## config.mk

```make
export PLATFORM = sky130hd
export DESIGN_NAME = uart_rx_fifo
export DESIGN_NICKNAME = d
export VERILOG_FILES = /design/src/rtl/uart_rx_fifo.sv
export SDC_FILE = /design/constraint.sdc
export NUM_CORES = 1
export LEC_CHECK = 0
export ABC_AREA = 0
export BUFFER_PORTS_ARGS = -buffer_cell sky130_fd_sc_hd__buf_2
export CORE_ASPECT_RATIO = 0.5
export CORE_MARGIN = 2
export CORE_UTILIZATION = 60
export CTS_CLUSTER_SIZE = 20
export DETAILED_ROUTE_END_ITERATION = 8
export MAX_ROUTING_LAYER = met4
export PLACE_DENSITY = 0.89
export SYNTH_ARGS = -nofsm -noshare
export SYNTH_HDL_FRONTEND = slang
export SYNTH_SLANG_ARGS = --single-unit
```

## constraint.sdc

```tcl
create_clock -name HCLK -period 3.15 [get_ports HCLK]
set_input_delay 0.315 -clock HCLK [delete_from_list [all_inputs] [get_ports HCLK]]
set_output_delay 0.315 -clock HCLK [all_outputs]
set_load 0.01 [all_outputs]
```

## src/rtl/uart_rx_fifo.sv

```systemverilog
// 8N1 UART receiver feeding a first-word fall-through receive FIFO, with sticky
// overrun / framing-error flags. The line is sampled at mid-bit from a 2-flop synchronized copy.
module uart_rx_fifo #(
  parameter int unsigned CLKS_PER_BIT = 16,
  parameter int unsigned FIFO_DEPTH   = 8
) (
  input  logic                         HCLK,
  input  logic                         HRESETn,
  input  logic                         rx,
  input  logic                         rd_en,
  input  logic                         clr,
  output logic [7:0]                   rd_data,
  output logic                         empty,
  output logic                         full,
  output logic [$clog2(FIFO_DEPTH):0]  count,
  output logic                         overrun,
  output logic                         frame_err
);

  localparam int unsigned AW = $clog2(FIFO_DEPTH);
  localparam int unsigned TW = $clog2(CLKS_PER_BIT);

  localparam logic [TW-1:0] TMR_ONE   = TW'(1);
  localparam logic [TW-1:0] HALF_LAST = TW'(CLKS_PER_BIT / 2 - 1);
  localparam logic [TW-1:0] BIT_LAST  = TW'(CLKS_PER_BIT - 1);
  localparam logic [AW-1:0] PTR_ONE   = AW'(1);
  localparam logic [AW:0]   CNT_ONE   = (AW + 1)'(1);
  localparam logic [AW:0]   DEPTH     = (AW + 1)'(FIFO_DEPTH);

  typedef enum logic [2:0] {
    IDLE,
    START,
    DATA,
    STOP,
    WAIT_HIGH
  } state_e;

  logic          rx_meta_q, rxs_q;
  state_e        state_q, state_d;
  logic [TW-1:0] timer_q, timer_d;
  logic [2:0]    bit_idx_q, bit_idx_d;
  logic [7:0]    shift_q, shift_d;
  logic          push_req, frame_set;

  logic [7:0]    mem_q [FIFO_DEPTH];
  logic [AW-1:0] wr_ptr_q, wr_ptr_d;
  logic [AW-1:0] rd_ptr_q, rd_ptr_d;
  logic [AW:0]   count_q, count_d;
  logic          overrun_q, overrun_d;
  logic          frame_err_q, frame_err_d;
  logic          pop, do_push, overrun_set;

  // NOTE: sequential state always uses non-blocking (<=) so every flop samples
  // pre-edge values, independent of process evaluation order.
  always_ff @(posedge HCLK or negedge HRESETn) begin
    if (!HRESETn) begin
      rx_meta_q <= 1'b1;
      rxs_q     <= 1'b1;
    end else begin
      rx_meta_q <= rx;
      rxs_q     <= rx_meta_q;
    end
  end

  always_ff @(posedge HCLK or negedge HRESETn) begin
    if (!HRESETn) begin
      state_q   <= IDLE;
      timer_q   <= '0;
      bit_idx_q <= '0;
      shift_q   <= '0;
    end else begin
      state_q   <= state_d;
      timer_q   <= timer_d;
      bit_idx_q <= bit_idx_d;
      shift_q   <= shift_d;
    end
  end

  // NOTE: every signal written here gets a default first, so no path through
  // the case can leave one unassigned and infer a latch.
  always_comb begin
    state_d   = state_q;
    timer_d   = timer_q;
    bit_idx_d = bit_idx_q;
    shift_d   = shift_q;
    push_req  = 1'b0;
    frame_set = 1'b0;
    unique case (state_q)
      IDLE: begin
        if (!rxs_q) begin
          state_d = START;
          timer_d = '0;
        end
      end
      START: begin
        if (timer_q == HALF_LAST) begin
          timer_d   = '0;
          bit_idx_d = '0;
          state_d   = rxs_q ? IDLE : DATA;
        end else begin
          timer_d = timer_q + TMR_ONE;
        end
      end
      DATA: begin
        if (timer_q == BIT_LAST) begin
          timer_d = '0;
          shift_d = {rxs_q, shift_q[7:1]};
          if (bit_idx_q == 3'd7) begin
            state_d = STOP;
          end else begin
            bit_idx_d = bit_idx_q + 3'd1;
          end
        end else begin
          timer_d = timer_q + TMR_ONE;
        end
      end
      STOP: begin
        if (timer_q == BIT_LAST) begin
          timer_d = '0;
          if (rxs_q) begin
            push_req = 1'b1;
            state_d  = IDLE;
          end else begin
            frame_set = 1'b1;
            state_d   = WAIT_HIGH;
          end
        end else begin
          timer_d = timer_q + TMR_ONE;
        end
      end
      WAIT_HIGH: begin
        if (rxs_q) state_d = IDLE;
      end
      default: state_d = IDLE;
    endcase
  end

  // A push into a full FIFO is only accepted when the same cycle frees a slot.
  assign pop         = rd_en && !empty;
  assign do_push     = push_req && (!full || pop);
  assign overrun_set = push_req && full && !pop;

  always_comb begin
    wr_ptr_d    = do_push ? wr_ptr_q + PTR_ONE : wr_ptr_q;
    rd_ptr_d    = pop ? rd_ptr_q + PTR_ONE : rd_ptr_q;
    count_d     = count_q;
    if (do_push && !pop) count_d = count_q + CNT_ONE;
    else if (pop && !do_push) count_d = count_q - CNT_ONE;
    // Set events take priority over a same-cycle clear.
    overrun_d   = overrun_set ? 1'b1 : (clr ? 1'b0 : overrun_q);
    frame_err_d = frame_set ? 1'b1 : (clr ? 1'b0 : frame_err_q);
  end

  always_ff @(posedge HCLK or negedge HRESETn) begin
    if (!HRESETn) begin
      wr_ptr_q    <= '0;
      rd_ptr_q    <= '0;
      count_q     <= '0;
      overrun_q   <= 1'b0;
      frame_err_q <= 1'b0;
    end else begin
      wr_ptr_q    <= wr_ptr_d;
      rd_ptr_q    <= rd_ptr_d;
      count_q     <= count_d;
      overrun_q   <= overrun_d;
      frame_err_q <= frame_err_d;
    end
  end

  // NOTE: the storage array is deliberately not reset; pointers and count define
  // which entries are valid, and rd_data is gated below so reset still shows 0.
  always_ff @(posedge HCLK) begin
    if (do_push) mem_q[wr_ptr_q] <= shift_q;
  end

  assign empty     = (count_q == '0);
  assign full      = (count_q == DEPTH);
  assign count     = count_q;
  assign rd_data   = empty ? 8'h00 : mem_q[rd_ptr_q];
  assign overrun   = overrun_q;
  assign frame_err = frame_err_q;

endmodule

```

==> key figures <==
Routing
  – DR vias/cell: 6.05
  – DR vias: 2298
  – Antenna-violating nets left: 0
  – Post-route DRC: 0
  – DR WL/cell: 20.3 um
  – DRT iter0 DRCs: 217
  – WL final: 7720 um
  – Pre-antenna DRT Iters: 4

Die
  – Initial Util: 0.615
  – Die Width: 120 um
  – Top Ports: 21
  – Die area: 7500 um2
  – Height of the die: 62.2 um
  – Core area: 6620 um2
  – Row count: 21

Pwr
  – Power Internal: 2.51 mW
  – Sequential share of power: 0.446
  – Worst vdd ir: 0.000569 V
  – NetSw: 1.19 mW
  – Pwr Density: 806 nW/um2
  – Leak: 1.79 nW
  – Combinational power share: 0.282
  – Sw frac: 0.322
  – Clock power frac: 0.272

Timing
  – Final min period: 2.87 ns
  – Hold Vio Cnt, Final: 0
  – Slew at the pin closest to its max-slew limit: 0.855 ns
  – F_max: 348 MHz
  – Max Slew Vio Count: 0
  – Slew HR: 0.430
  – Final setup margin: 0.276 ns
  – Skew final: 0.00634 ns
  – Unrepaired setup endpoints after global routing: no
  – Period utilization: 0.912
  – Fin Setup TNS: 0 ns
  – Setup violations, final: 0

Logic synthesis
  – Netlist Area Pre-Place: 4070 um2
  – Number of synthesized flops with an enable pin: 64
  – Compound-Gate Fraction of Synth Area: 0.0415
  – Async S/R FF share, synth: 0.333
  – Post-synthesis sequential area ratio: 0.670
  – Post-Syn Instances: 252
  – Xor and xnor area share after synthesis: 0.0172
  – Distinct cell type count after synthesis: 43
  – Largest family of logic cells by synthesized area: multiplexers
  – Syn_area_per_cell: 16.2 um2
  – Top cells by area, synth: edfxtp_1 47%, dfrtp_1 18%, mux4_2 8.9%, mux2_1 3.0%, ha_1 2.5%
  – Synth top area share: 0.472
  – Post-synth net total: 266
  – Adder-cell share of the synthesized area: 0.0295
  – Synth Flop Type: edfxtp_1
  – Multiplexer share of the synthesized area: 0.153
  – Simple-gate share of the synthesized area: 0.0735
  – Yosys warning count: 0
  – #FFs+latches synth: 96
  – Post-synth top area cell: edfxtp_1

Worst setup path
  – Slowest stage delay, CP: 0.46 ns
  – Crit path arrival time: 3.08 ns
  – Critical path peak fanout: 6
  – CP Cell Sequence: nor4b_2 -> nand2_1 -> nand2_1 -> inv_2 -> ha_1 -> inv_1 -> ha_1 -> a21o_1 -> a2111oi_0 -> o31ai_1
  – Startpoint Class: flop
  – CP Data Required Time: 3.36 ns
  – Register-to-Register Path Depth: 10
  – Crit Path Class: flop to flop
  – Crit path max-delay cell type: dfrtp_1
  – Register-to-register setup slack: 0.28 ns
  – R2r endpoint: count[3]$_DFFE_PN0P_
  – Critical Path End Type: flop
  – Reg2reg start: count[1]$_DFFE_PN0P_

CTS
  – Clock transition at the registers of the reported paths: 0.07 ns
  – Post-CTS Resized: 0
  – H-tree depth: 3
  – Total CTS buffers: 9
  – TritonCTS clock tree: built
  – Setup Fix Bufs, Post-CTS: 0
  – Hold_buf cts: 0
  – Clock Path Buffers: 2
  – Root buffer cell: clkbuf_16
  – Clk sinks: 96
  – Clock network latency to the later pin of the worst-skew pair: 0.34 ns

Run status
  – Outcome: complete, no violations

Job
  – Max-Cap Viols: 0

Global route
  – Global-route wire length before repair: 12800 um
  – GRT Resource Usage Total: 0.239
  – GRT Residual Overflow: 0
  – Vias in the first global route: 2463
  – Initial antenna violation count: 0
  – Largest net degree at the start of global routing: 33

Place
  – IO buf count: 20
  – Worst slack, placed: 0.347 ns
  – Routability cong.: 0.909
  – DP HPWL: 4890 um

Final layout
  – Synthesis-to-finish area growth: 12.8%
  – Fin nets: 297
  – Diode count: 0
  – Fill cell count: 425
  – Area of the multi-input gates: 1280 um2
  – Most frequent cells in the layout: 64 x edfxtp_1, 30 x dfrtp_1, 20 x buf_2, 18 x nor2_1, 16 x mux4_2
  – Share of cells above drive strength 1: 0.247
  – FF/Latch Area: 2730 um2
  – Commonest non-fill, non-tap cell in the layout: edfxtp_1

Worst hold path
  – HP Class: input port to async pin
stage by stage:
| step | instances | util | power, mW | instance area (um2) | hold slack, ns |
|---|---|---|---|---|---|
| 2_1_floorplan | 252 | - | 2.41 | 4070 | 0.0194 |
| 3_3_place_gp | 364 | 0.652 | 2.64 | 4310 | 0.346 |
| 3_5_place_dp | 364 | 0.652 | 2.71 | 4310 | 0.347 |
| 4_1_cts | 380 | 0.694 | 3.72 | 4590 | 0.0511 |
| 5_1_grt | 380 | 0.694 | 3.91 | 4590 | 0.0667 |
| 6_report | 380 | 0.694 | 3.70 | 4590 | 0.0411 |
registers in the layout (all words and copies together) (netlist names):
register   flops
mem_q         64
shift_q        8
wr_ptr_q       3
timer_q        4
bit_idx_q      3
rx_meta_q      1
count          4
overrun        1
frame_err      1
rxs_q          1
state_q        3
rd_ptr_q       3
final cells by class:
class,instances,area share
Multi-Input combinational cell,141,0.279
Timing Repair Buffer,30,0.0381
Inverter,5,0.00409
Clock buffer,9,0.0490
Tap cell,92,0.0251
Clock inverter,7,0.0117
Sequential cell,96,0.593
power by group through the flow:
stage	registers, mW	clock network, mW	logic, mW
after floorplan	1.56	0	0.846
final	1.65	1.01	1.04
after CTS	1.64	1.02	1.06
after global routing	1.67	1.08	1.17
after detailed placement	1.67	0	1.04
after global placement	1.65	0	0.990
Yosys cell counts (2+ instances only):
cell / instances
nor2_1: 18
o21a_1: 2
inv_1: 4
o32ai_1: 2
buf_1: 2
xnor2_1: 6
nand3b_1: 3
a21o_1: 2
nand2b_1: 4
ha_1: 8
a21oi_1: 3
mux2i_1: 10
edfxtp_1: 64
clkbuf_1: 3
nor3_1: 10
dfstp_2: 2
nor4_1: 2
mux2_2: 2
nand2_1: 15
buf_2: 3
o21ai_0: 5
mux4_2: 16
a2111oi_0: 2
o21ai_1: 2
dfrtp_1: 30
o31ai_1: 4
xor2_1: 2
mux2_1: 11
cell families after synthesis:
logic type | after synthesis
adders and majority gates | 9
buffers and inverters | 15
AOI/OAI and AO/OA | 24
DFF | 96
xor gates and xnor gates | 8
and+or+nand+nor | 60
muxes | 40
worst max-delay path, delay by kind of cell (launching register included):
kind	cells	cell delay, ns
buf+inv	2	0.26
compound gates	3	0.81
flops	1	0.46
simple gates	3	0.70
fa+ha+maj	2	0.52
metal layers:
metal  vias to the layer above  wire length [um]  GRT usage
li1                       1027                 -          -
met2                        80              3870      0.369
met4                         0               146     0.0945
met1                      1179              3260      0.310
met5                         -                 0          -
met3                        12               440     0.0625
worst max path at each step:
stage / slack (ns) / from / end / cells after the start
floorplan: 0.52 / count[1]$_DFFE_PN0P_ / count[3]$_DFFE_PN0P_ / 10
global placement: 0.57 / state_q[2]$_DFFE_PN0P_ / count[3]$_DFFE_PN0P_ / 10
detailed placement: 0.35 / count[1]$_DFFE_PN0P_ / count[3]$_DFFE_PN0P_ / 10
CTS: 0.33 / count[1]$_DFFE_PN0P_ / count[3]$_DFFE_PN0P_ / 10
global route: 0.07 / state_q[2]$_DFFE_PN0P_ / count[3]$_DFFE_PN0P_ / 10
finish: 0.28 / count[1]$_DFFE_PN0P_ / count[3]$_DFFE_PN0P_ / 10
(Power assumes the default switching activity.)
